==> config.mk <==
export PLATFORM = sky130hd
export DESIGN_NAME = bnn_xnor_datapath
export DESIGN_NICKNAME = d
export VERILOG_FILES = /design/src/rtl/bnn_xnor_datapath.sv
export SDC_FILE = /design/constraint.sdc
export NUM_CORES = 1
export LEC_CHECK = 0
export ABC_AREA = 1
export CORE_MARGIN = 1.5
export CORE_UTILIZATION = 55
export DETAILED_ROUTE_END_ITERATION = 10
export GPL_ROUTABILITY_DRIVEN = 0
export MAX_ROUTING_LAYER = met4
export PLACE_DENSITY_LB_ADDON = 0.15
export SYNTH_ARGS = -nofsm -noshare
export SYNTH_HDL_FRONTEND = slang
export SYNTH_SLANG_ARGS = --single-unit
==> constraint.sdc <==
create_clock -name clk -period 12.4 [get_ports clk]
set_input_delay 2.48 -clock clk [delete_from_list [all_inputs] [get_ports clk]]
set_output_delay 2.48 -clock clk [all_outputs]
set_load 0.01 [all_outputs]
==> src/rtl/bnn_xnor_datapath.sv <==
// XNOR-popcount datapath for one binarized-conv output pixel.
// Define BNN_DP_FRAME_DONE_EN to add the frame_done pulse output.
module bnn_xnor_datapath #(
  parameter int DATA_W  = 16,
  parameter int ADDR_W  = 8,
  parameter int NWORDS  = 9,
  parameter int NUM_OUT = 4,
  parameter int THRESH  = 72,
  parameter int CNT_W   = $clog2(NWORDS*DATA_W+1),
  parameter int OUT_W   = CNT_W+1,
  parameter int OADDR_W = (NUM_OUT > 1) ? $clog2(NUM_OUT) : 1
) (
  input  logic               clk,
  input  logic               reset,
  input  logic [3:0]         ctrl_in,
  output logic [3:0]         ctrl_out,
  output logic [ADDR_W-1:0]  in_addr,
  input  logic [DATA_W-1:0]  in_data,
  input  logic [DATA_W-1:0]  w_data,
  output logic [OADDR_W-1:0] out_addr,
  output logic [OUT_W-1:0]   out_data
`ifdef BNN_DP_FRAME_DONE_EN
  ,
  output logic               frame_done
`endif
);

  localparam int KW = $clog2(NWORDS+1);
  localparam logic [KW-1:0] NW_K = KW'(NWORDS);
  localparam logic [KW-1:0] NW_K1 = KW'(NWORDS-1);
  localparam logic [ADDR_W-1:0] NW_A = ADDR_W'(NWORDS);
  localparam logic [CNT_W-1:0] TH = CNT_W'(THRESH);
  localparam logic [OADDR_W-1:0] P_LAST = OADDR_W'(NUM_OUT-1);

  typedef enum logic [2:0] {
    IDLE, ADDR, FETCH, HOLD, ACT, WRITE
  } state_t;

  state_t state, nxt;

  logic get_address, get_data, count_ready, write_ready;
  logic [KW-1:0] k;
  logic rd_vld;
  logic last;
  logic [CNT_W-1:0] acc;
  logic sign;
  logic [OADDR_W-1:0] p;
  logic [ADDR_W-1:0] base;

  assign get_address = ctrl_in[3];
  assign get_data    = ctrl_in[2];
  assign count_ready = ctrl_in[1];
  assign write_ready = ctrl_in[0];
  assign out_addr    = p;

  // rd_vld marks the cycle whose in_data answers last cycle's address
  assign last = rd_vld && (k == NW_K);

  function automatic logic [CNT_W-1:0] pop_match(
    input logic [DATA_W-1:0] a,
    input logic [DATA_W-1:0] b
  );
    logic [DATA_W-1:0] x;
    logic [CNT_W-1:0] n;
    x = ~(a ^ b);
    n = '0;
    for (int i = 0; i < DATA_W; i++)
      n = n + CNT_W'(x[i]);
    return n;
  endfunction

  always_ff @(posedge clk) begin
    if (reset) state <= IDLE;
    else       state <= nxt;
  end

  always_comb begin
    nxt = state;
    unique case (state)
      IDLE:  if (get_address) nxt = ADDR;
      ADDR:  if (!get_address && get_data) nxt = FETCH;
      FETCH: if (last) nxt = HOLD;
      HOLD:  if (count_ready) nxt = ACT;
      ACT:   if (write_ready) nxt = WRITE;
      WRITE: if (!write_ready) nxt = IDLE;
      default: nxt = IDLE;
    endcase
  end

  always_ff @(posedge clk) begin
    if (reset) begin
      ctrl_out <= '0;
      in_addr  <= '0;
      out_data <= '0;
      k        <= '0;
      rd_vld   <= 1'b0;
      acc      <= '0;
      sign     <= 1'b0;
      p        <= '0;
      base     <= '0;
    end else begin
      ctrl_out[3] <= get_data & (nxt == HOLD || state == HOLD);
      ctrl_out[2] <= (nxt == ADDR);
      ctrl_out[1] <= count_ready & (nxt == ACT || state == ACT);
      ctrl_out[0] <= write_ready & (nxt == WRITE);

      if (state == IDLE && get_address) begin
        in_addr <= base;
        k       <= '0;
        acc     <= '0;
        rd_vld  <= 1'b0;
      end

      if (state == FETCH) begin
        if (k < NW_K) begin
          k      <= k + KW'(1);
          rd_vld <= 1'b1;
          if (k < NW_K1)
            in_addr <= base + ADDR_W'(k) + ADDR_W'(1);
        end else begin
          rd_vld <= 1'b0;
        end
        if (rd_vld)
          acc <= acc + pop_match(in_data, w_data);
      end

      if (state == HOLD && count_ready)
        sign <= (acc >= TH);

      if (state == ACT && write_ready)
        out_data <= {sign, acc};

      if (state == WRITE && !write_ready) begin
        if (p == P_LAST) begin
          p    <= '0;
          base <= '0;
        end else begin
          p    <= p + OADDR_W'(1);
          base <= base + NW_A;
        end
      end
    end
  end

`ifdef BNN_DP_FRAME_DONE_EN
  always_ff @(posedge clk) begin
    if (reset)
      frame_done <= 1'b0;
    else
      frame_done <= (state == WRITE) && !write_ready && (p == P_LAST);
  end
`endif

endmodule

==> impl_metrics.sql, run 1 <==
INSERT INTO impl_metrics (metric_group, metric, value, unit) VALUES
('outcome', 'outcome', 'finished, final reports clean', ''),
('yosys', 'synthesis.instances', '414', ''),
('global_route', 'grt-ovfl-total', '0', ''),
('critical_path', 'endpoint_kind', 'register', ''),
('global_route', 'maximum_number_of_pins_on_one_net_before_global_route_repair', '28', ''),
('timing', 'fin_worst_skew', '9.496', 'ps'),
('floorplanning', 'dieWidth', '78.01', 'um'),
('critical_path', 'worst_ep_required_time', '12600', 'ps'),
('flow_run', 'cap_viol_max_count', '0', ''),
('critical_path', 'slowest_delay', '570', 'ps'),
('place', 'place_hpwl', '4965', 'um'),
('floorplanning', 'floorplan.rows', '27', ''),
('timing', 'timing.setup.tns', '0', 'ps'),
('clocking', 'numCtsBuffers', '5', ''),
('clocking', 'maximum_buffer_depth_of_the_clock_tree', '2', ''),
('finish', 'layout-drive-gt1-share', '0.05508', ''),
('clocking', 'tritoncts', 'done', ''),
('timing', 'rsz0062_at_grt', 'false', ''),
('timing', 'final-setup-viol-count', '0', ''),
('critical_path', 'crit_path_start_kind', 'input pin', ''),
('global_route', 'track_usage', '0.2402', ''),
('timing', 'maxSlewViolCount', '0', ''),
('critical_path', 'rr_startpoint', 'acc[0]$_SDFF_PP0_', ''),
('routing', 'wl_met2', '2947', 'um'),
('clocking', 'clock_sinks', '48', ''),
('routing', 'routedLengthMet1', '2970', 'um'),
('hold_path', 'min_delay_path_depth', '2', ''),
('routing', 'postRouteWirelength', '6409', 'um'),
('yosys', 'syn_nets', '482', ''),
('critical_path', 'worst_path_dominant_cell_family', 'adder cells', ''),
('finish', 'num-fill-cells', '458', ''),
('yosys', 'yosys_warnings', '0', ''),
('routing', 'via_per_inst', '5.208', ''),
('routing', 'drt_iter0_markers', '166', ''),
('timing', 'period_share', '0.5134', ''),
('timing', 'tightestPinTransition', '610.5', 'ps'),
('timing', 'layout_min_cycle_time', '6366', 'ps'),
('timing', 'relSlewSlack', '0.5926', ''),
('clocking', 'cts.reportedPaths.clkPinSlew', '80', 'ps'),
('yosys', 'mappedNetlistArea', '3094', 'sq um'),
('finish', 'syn2layout_area_growth', '23.66', '%'),
('critical_path', 'crit_buf_inv', '5', ''),
('floorplanning', 'design.core.area', '5473', 'sq um'),
('routing', 'final_antenna_violating_net_count', '0', ''),
('critical_path', 'path_common_cell', 'sky130_fd_sc_hd__fa_1', ''),
('clocking', 'cts.root.buffer_cell', 'sky130_fd_sc_hd__clkbuf_8', ''),
('critical_path', 'critical-path-slowest-cell', 'sky130_fd_sc_hd__fa_1', ''),
('routing', 'detailroute.via_count', '2833', ''),
('critical_path', 'critical_path.cell_chain', 'clkdlybuf4s50_1 > xor2_1 > fa_1 > inv_1 > fa_1 > inv_1 > fa_1 > inv_1 > fa_1 > fa_1 > inv_1 > fa_1 > o21ai_0 > nand2_1 > nand2_1 > nand2_1 > nor2_1 > nor2_1', ''),
('critical_path', 'critPathMaxFanout', '2', ''),
('finish', 'final_net_count', '539', ''),
('global_route', 'grt_pass1_vias', '2620', ''),
('yosys', 'syn_avg_cell_area', '7.474', 'sq um'),
('yosys', 'netlist-cell-type-count', '36', ''),
('critical_path', 'setup.worst_path.class', 'in -> reg', ''),
('floorplanning', 'boundaryPins', '61', ''),
('hold_path', 'hold_start', 'out_data[5]$_SDFFE_PP0P_', ''),
('critical_path', 'timing.critical_path.arrival', '6570', 'ps'),
('hold_path', 'hp-class', 'reg -> reg', ''),
('routing', 'topmost_layer_with_routed_signal_wires', 'met4', ''),
('clocking', 'postCtsResizedCells', '0', ''),
('yosys', 'ys_ff_latch', '48', ''),
('floorplanning', 'floorplan.initialDensity', '0.5654', ''),
('power_and_ir_drop', 'power.density_cell_area', '109.1', 'nW/um^2'),
('finish', 'utilization', '0.6991', ''),
('floorplanning', 'die_height', '78.01', 'um'),
('clocking', 'holdBufCountCts', '0', ''),
('power_and_ir_drop', 'static-leakage-power', '0.001649', 'uW'),
('finish', 'final_cell_mix', '85 x sky130_fd_sc_hd__nand2_1, 60 x sky130_fd_sc_hd__clkdlybuf4s50_1, 53 x sky130_fd_sc_hd__inv_1', ''),
('routing', 'dr.pass1.iters', '4', ''),
('timing', 'hold_viol_final', '0', '');
[tightest hold or removal path, stage by stage, from the launching register on]
cell and delay, ps:
sky130_fd_sc_hd__dfxtp_1 320, sky130_fd_sc_hd__nand2_1 60, sky130_fd_sc_hd__a21oi_1 50
[area by class of cell]
type                            count  area [sq um]  area share
Tap cell                           72         90.09     0.02354
Clock buffer                        5         68.82     0.01799
Timing Repair Buffer               61         608.1      0.1589
Sequential cell                    48         960.9      0.2511
Clock inverter                      3         18.77    0.004905
Multi-Input combinational cell    297          1859      0.4859
Inverter                           58         220.2     0.05755
[cell families (layout without fill, tap and decap cells)]
kind of cell,after synthesis,count (layout),synth area share
adder cells (fa/ha/maj),30,30,0.1528
AND/OR/NAND/NOR,182,182,0.2766
XOR/XNOR,22,22,0.06227
buffers and inverters,69,127,0.08856
flip-flops,48,48,0.3106
AO/OA/AOI/OAI,63,63,0.1092
[cell usage after synthesis, drive strengths merged]
cell type / n / area, sq um
nand2: 86 / 330.3
nand3b: 2 / 15.01
clkbuf: 5 / 18.77
xnor2: 12 / 105.1
a211oi: 2 / 15.01
buf: 6 / 35.03
or2: 4 / 25.02
nor2: 37 / 183.9
fa: 13 / 260.3
nand4: 9 / 56.30
o21a: 1 / 7.510
ha: 17 / 212.7
xor2: 10 / 87.58
nand3: 39 / 212.7
dfxtp: 48 / 960.9
nor3: 4 / 20.02
o22ai: 1 / 6.260
o211ai: 3 / 22.52
a31oi: 2 / 12.51
inv: 58 / 220.2
a21oi: 39 / 195.2
o21ai: 15 / 78.83
nor3b: 1 / 12.51
[worst max-delay path by stage]
stage | start | to | slack (ps) | depth (start not counted)
after floorplan | w_data[10] | acc[4]$_SDFF_PP0_ | 6300 | 16
after global placement | in_data[0] | acc[6]$_SDFF_PP0_ | 5800 | 17
after detailed placement | w_data[0] | acc[4]$_SDFF_PP0_ | 5680 | 16
after CTS | in_data[4] | acc[6]$_SDFF_PP0_ | 6020 | 18
after global routing | w_data[10] | acc[6]$_SDFF_PP0_ | 5660 | 19
final | w_data[10] | acc[6]$_SDFF_PP0_ | 6030 | 18
[report_power, final]
group	internal [uW]	total [uW]	switching, uW	leakage, uW
Combinational	74.1	165	90.5	0.00121
Sequential	157	159	2.17	0.000388
Clock	39.4	94.0	54.6	0.0000479
Total	270	418	147	0.00165
[sequential cells by signal (all words and copies together) (netlist names)]
signal and flops:
in_addr 8, out_data 9, ctrl_out 4, out_addr 2, acc 8, k 4, rd_vld 1, state 3
sign 1, base 8
[per-stage QoR]
stage	instance area [sq um]	worst slack, ps	hold slack (ps)	cells
6_report	3826	6034	465.3	544
5_1_grt	3826	5660	494.8	544
4_1_cts	3826	6024	467.9	544
3_5_place_dp	3739	5685	455.1	536
3_3_place_gp	3739	5797	452.1	536
2_1_floorplan	3094	6304	457.6	414
[layer usage]
metal  vias up  global-route usage
met2        84              0.3809
met1      1277              0.3050
met5         -                   -
met3        13             0.04588
li1       1459                   -
met4         0             0.08929
Power figures use the tool's default switching activity.
==> run 2: changes to the inputs <==
--- a/config.mk
+++ b/config.mk
@@ -7,7 +7,7 @@
 export LEC_CHECK = 0
 export ABC_AREA = 1
 export CORE_MARGIN = 1.5
-export CORE_UTILIZATION = 55
+export CORE_UTILIZATION = 52
 export DETAILED_ROUTE_END_ITERATION = 10
 export GPL_ROUTABILITY_DRIVEN = 0
 export MAX_ROUTING_LAYER = met4
==> constraint.sdc (replaced) <==
create_clock -name clk -period 6.7 [get_ports clk]
set_input_delay 1.34 -clock clk [delete_from_list [all_inputs] [get_ports clk]]
set_output_delay 1.34 -clock clk [all_outputs]
set_load 0.01 [all_outputs]
==> run 2 against run 1 <==
  * Sequential share of layout area barely moved
  * First-iteration DRC count fell by 6.6%
  * Hold slack improved by 0.78 ps
  * Utilization fell by 1.7 points
  * Register-to-register slack got worse by 5700 ps
  * Setup slack got worse by 4600 ps
  * Cell count fell by 0.18%
  * Combinational power rose by 82%
  * Clock skew barely moved
  * Power rose by 86%
  * Clock-buffer cell count rose by 1
==> impl_metrics.sql, run 2 (synthesis gave the netlist of run 1 again) <==
INSERT INTO impl_metrics (metric_group, metric, value, unit) VALUES
('power_and_ir_drop', 'power.switching_fraction', '0.3479', ''),
('timing', 'worst_hold_slack', '466.0', 'ps'),
('clocking', 'maximum_buffer_depth_of_the_clock_tree', '2', ''),
('clocking', 'holdBufCountCts', '0', ''),
('critical_path', 'critical_path.cell_chain', 'clkdlybuf4s50_1 > xnor2_1 > fa_1 > inv_1 > fa_1 > fa_1 > inv_1 > fa_1 > fa_1 > inv_1 > fa_1 > o21ai_0 > nand2_1 > nand2_1 > nand2_1 > nor2_1 > nor2_1', ''),
('floorplanning', 'design.core.area', '5608', 'sq um'),
('timing', 'relSlewSlack', '0.3094', ''),
('critical_path', 'worst_path_dominant_cell_family', 'adder cells', ''),
('finish', 'antenna_cells', '0', ''),
('global_route', 'grt-ovfl-total', '0', ''),
('floorplanning', 'boundaryPins', '61', ''),
('critical_path', 'setup.worst_path.class', 'in -> reg', ''),
('clocking', 'postCtsResizedCells', '0', ''),
('clocking', 'tritoncts', 'done', ''),
('hold_path', 'timing.hold.worst_endpoint', 'out_data[6]$_SDFFE_PP0P_', ''),
('floorplanning', 'floorplan.rows', '27', ''),
('power_and_ir_drop', 'power.share.clock', '0.232', ''),
('critical_path', 'timing.reg2reg.worst_path_depth', '15', ''),
('critical_path', 'critical-path-slowest-cell', 'sky130_fd_sc_hd__fa_1', ''),
('critical_path', 'endpoint_kind', 'register', ''),
('timing', 'rsz0062_at_grt', 'false', ''),
('floorplanning', 'die_area', '6422', 'sq um'),
('critical_path', 'crit_path_start_kind', 'input pin', ''),
('hold_path', 'hold_start', 'out_data[6]$_SDFFE_PP0P_', ''),
('finish', 'layout.cells.most_common', 'sky130_fd_sc_hd__nand2_1', ''),
('hold_path', 'hp-class', 'reg -> reg', ''),
('power_and_ir_drop', 'static-leakage-power', '0.001647', 'uW'),
('floorplanning', 'floorplan.initialDensity', '0.5518', ''),
('finish', 'ff_latch_area', '960.9', 'sq um'),
('critical_path', 'timing.critical_path.arrival', '5440', 'ps'),
('timing', 'fmaxAchievable', '0.1909', 'GHz'),
('routing', 'final_antenna_violating_net_count', '0', ''),
('power_and_ir_drop', 'power.density_cell_area', '202.8', 'nW/um^2'),
('timing', 'timing.setup.tns', '0', 'ps'),
('routing', 'detailroute.via_count', '2811', ''),
('power_and_ir_drop', 'switchingPower', '269.7', 'uW'),
('finish', 'top_register', 'out_data', ''),
('clocking', 'cts.reportedPaths.clkPinSlew', '90', 'ps'),
('critical_path', 'critPathMaxFanout', '2', ''),
('finish', 'largest_register_ff_count', '9', ''),
('clocking', 'cts_max_level', '2', ''),
('finish', 'final_cell_mix', '85 x sky130_fd_sc_hd__nand2_1, 60 x sky130_fd_sc_hd__clkdlybuf4s50_1, 53 x sky130_fd_sc_hd__inv_1', ''),
('routing', 'drt_iter0_markers', '155', ''),
('global_route', 'grt_pass1_vias', '2604', ''),
('global_route', 'track_usage', '0.2263', ''),
('outcome', 'outcome', 'finished, final reports clean', ''),
('critical_path', 'path_common_cell', 'sky130_fd_sc_hd__fa_1', ''),
('place', 'port-buffer-count', '60', ''),
('clocking', 'cts_setup_buffers', '0', ''),
('place', 'place_hpwl', '5052', 'um'),
('clocking', 'numCtsBuffers', '5', ''),
('hold_path', 'min_delay_path_depth', '2', ''),
('critical_path', 'worst_ep_required_time', '6910', 'ps'),
('global_route', 'maximum_number_of_pins_on_one_net_before_global_route_repair', '28', ''),
('clocking', 'cts.root.buffer_cell', 'sky130_fd_sc_hd__clkbuf_8', ''),
('power_and_ir_drop', 'cell_internal_pwr', '505.7', 'uW'),
('floorplanning', 'dieWidth', '80.14', 'um'),
('timing', 'period_share', '0.7819', ''),
('routing', 'route.detailed.drc', '0', ''),
('power_and_ir_drop', 'vdd_ir_drop_max', '0.0001456', 'V'),
('critical_path', 'timing.rr.end', 'acc[6]$_SDFF_PP0_', ''),
('flow_run', 'cap_viol_max_count', '0', ''),
('critical_path', 'crit_buf_inv', '4', ''),
('global_route', 'grt_antenna_before_repair', '0', ''),
('power_and_ir_drop', 'p_comb_frac', '0.389', ''),
('critical_path', 'regToRegSetupSlack', '2700', 'ps'),
('routing', 'avgRoutedWirePerCell', '11.83', 'um'),
('clocking', 'clock_sinks', '48', ''),
('floorplanning', 'die_height', '80.14', 'um'),
('routing', 'dr.pass1.iters', '5', ''),
('finish', 'final_net_count', '538', ''),
('timing', 'hold_viol_final', '0', ''),
('timing', 'fin_worst_skew', '9.502', 'ps'),
('clocking', 'clk-insertion-delay-late', '310', 'ps'),
('routing', 'postRouteWirelength', '6425', 'um'),
('finish', 'layout-drive-gt1-share', '0.05308', ''),
('power_and_ir_drop', 'power.share.sequential', '0.379', ''),
('timing', 'tightestPinTransition', '1033', 'ps'),
('critical_path', 'rr_startpoint', 'acc[0]$_SDFF_PP0_', ''),
('timing', 'final-setup-viol-count', '0', ''),
('finish', 'num-fill-cells', '486', ''),
('timing', 'maxSlewViolCount', '0', ''),
('routing', 'via_per_inst', '5.177', ''),
('critical_path', 'slowest_delay', '560', 'ps'),
('timing', 'layout_min_cycle_time', '5239', 'ps'),
('finish', 'multi_input_area', '1859', 'sq um'),
('global_route', 'grt_first_pass_wirelength', '11320', 'um'),
('finish', 'syn2layout_area_growth', '23.57', '%');
## run 2: changes by cell type in the layout (fill, tap and decap cells not counted)
cell	change
sky130_fd_sc_hd__clkinv_4	-1
sky130_fd_sc_hd__clkbuf_8	+1
sky130_fd_sc_hd__buf_4	-1
## run 2: worst max-delay path by stage
stage          startpoint           endpoint  slack [ps]  cells after the start
2_1_floorplan  w_data[10]  acc[4]$_SDFF_PP0_        1740                     16
3_3_place_gp   w_data[10]  acc[4]$_SDFF_PP0_        1240                     17
3_5_place_dp   in_data[0]  acc[4]$_SDFF_PP0_        1120                     16
4_1_cts        in_data[0]  acc[6]$_SDFF_PP0_        1460                     18
5_1_grt        w_data[10]  acc[6]$_SDFF_PP0_        1110                     19
6_report       in_data[0]  acc[6]$_SDFF_PP0_        1460                     17
## run 2: tightest hold or removal path: cells and delay by family, from the launching register on
kind / cells / cell delay [ps]
flops: 1 / 320
compound gates: 1 / 50
simple gates: 1 / 60
## run 2: metal layers
metal  part of all wire  vias up  track usage
met1               0.47     1268       0.2993
met5                  0        -            -
met2               0.47       84       0.3613
met4              0.015        0      0.06034
met3              0.047        9      0.03523
li1                   -     1450            -
## run 2: per-stage QoR
step | std cells | instance area (sq um) | utilization | total power, uW | worst slack, ps
6_report | 543 | 3824 | 0.6818 | 775.4 | 1461
4_1_cts | 543 | 3824 | 0.6818 | 781.8 | 1457
3_5_place_dp | 535 | 3731 | 0.6653 | 604.1 | 1115
5_1_grt | 543 | 3824 | 0.6818 | 855.9 | 1110
3_3_place_gp | 535 | 3731 | 0.6653 | 591.5 | 1238
2_1_floorplan | 414 | 3094 | - | 514.0 | 1744
## run 2: area by class of cell
type	count	area share
clock inverters	2	0.002618
well taps	72	0.02356
inverters	58	0.05759
repair buffers	60	0.1571
multi-input cells	297	0.4863
clock buffers	6	0.02160
flip-flops and latches	48	0.2513
## run 2: power groups by stage
stage                     clock network, uW  logic (uW)  registers [uW]
final                                   180         301             294
after global routing                    197         363             295
after CTS                               184         303             294
after detailed placement                  0         303             301
after global placement                    0         291             301
after floorplan                           0         212             302
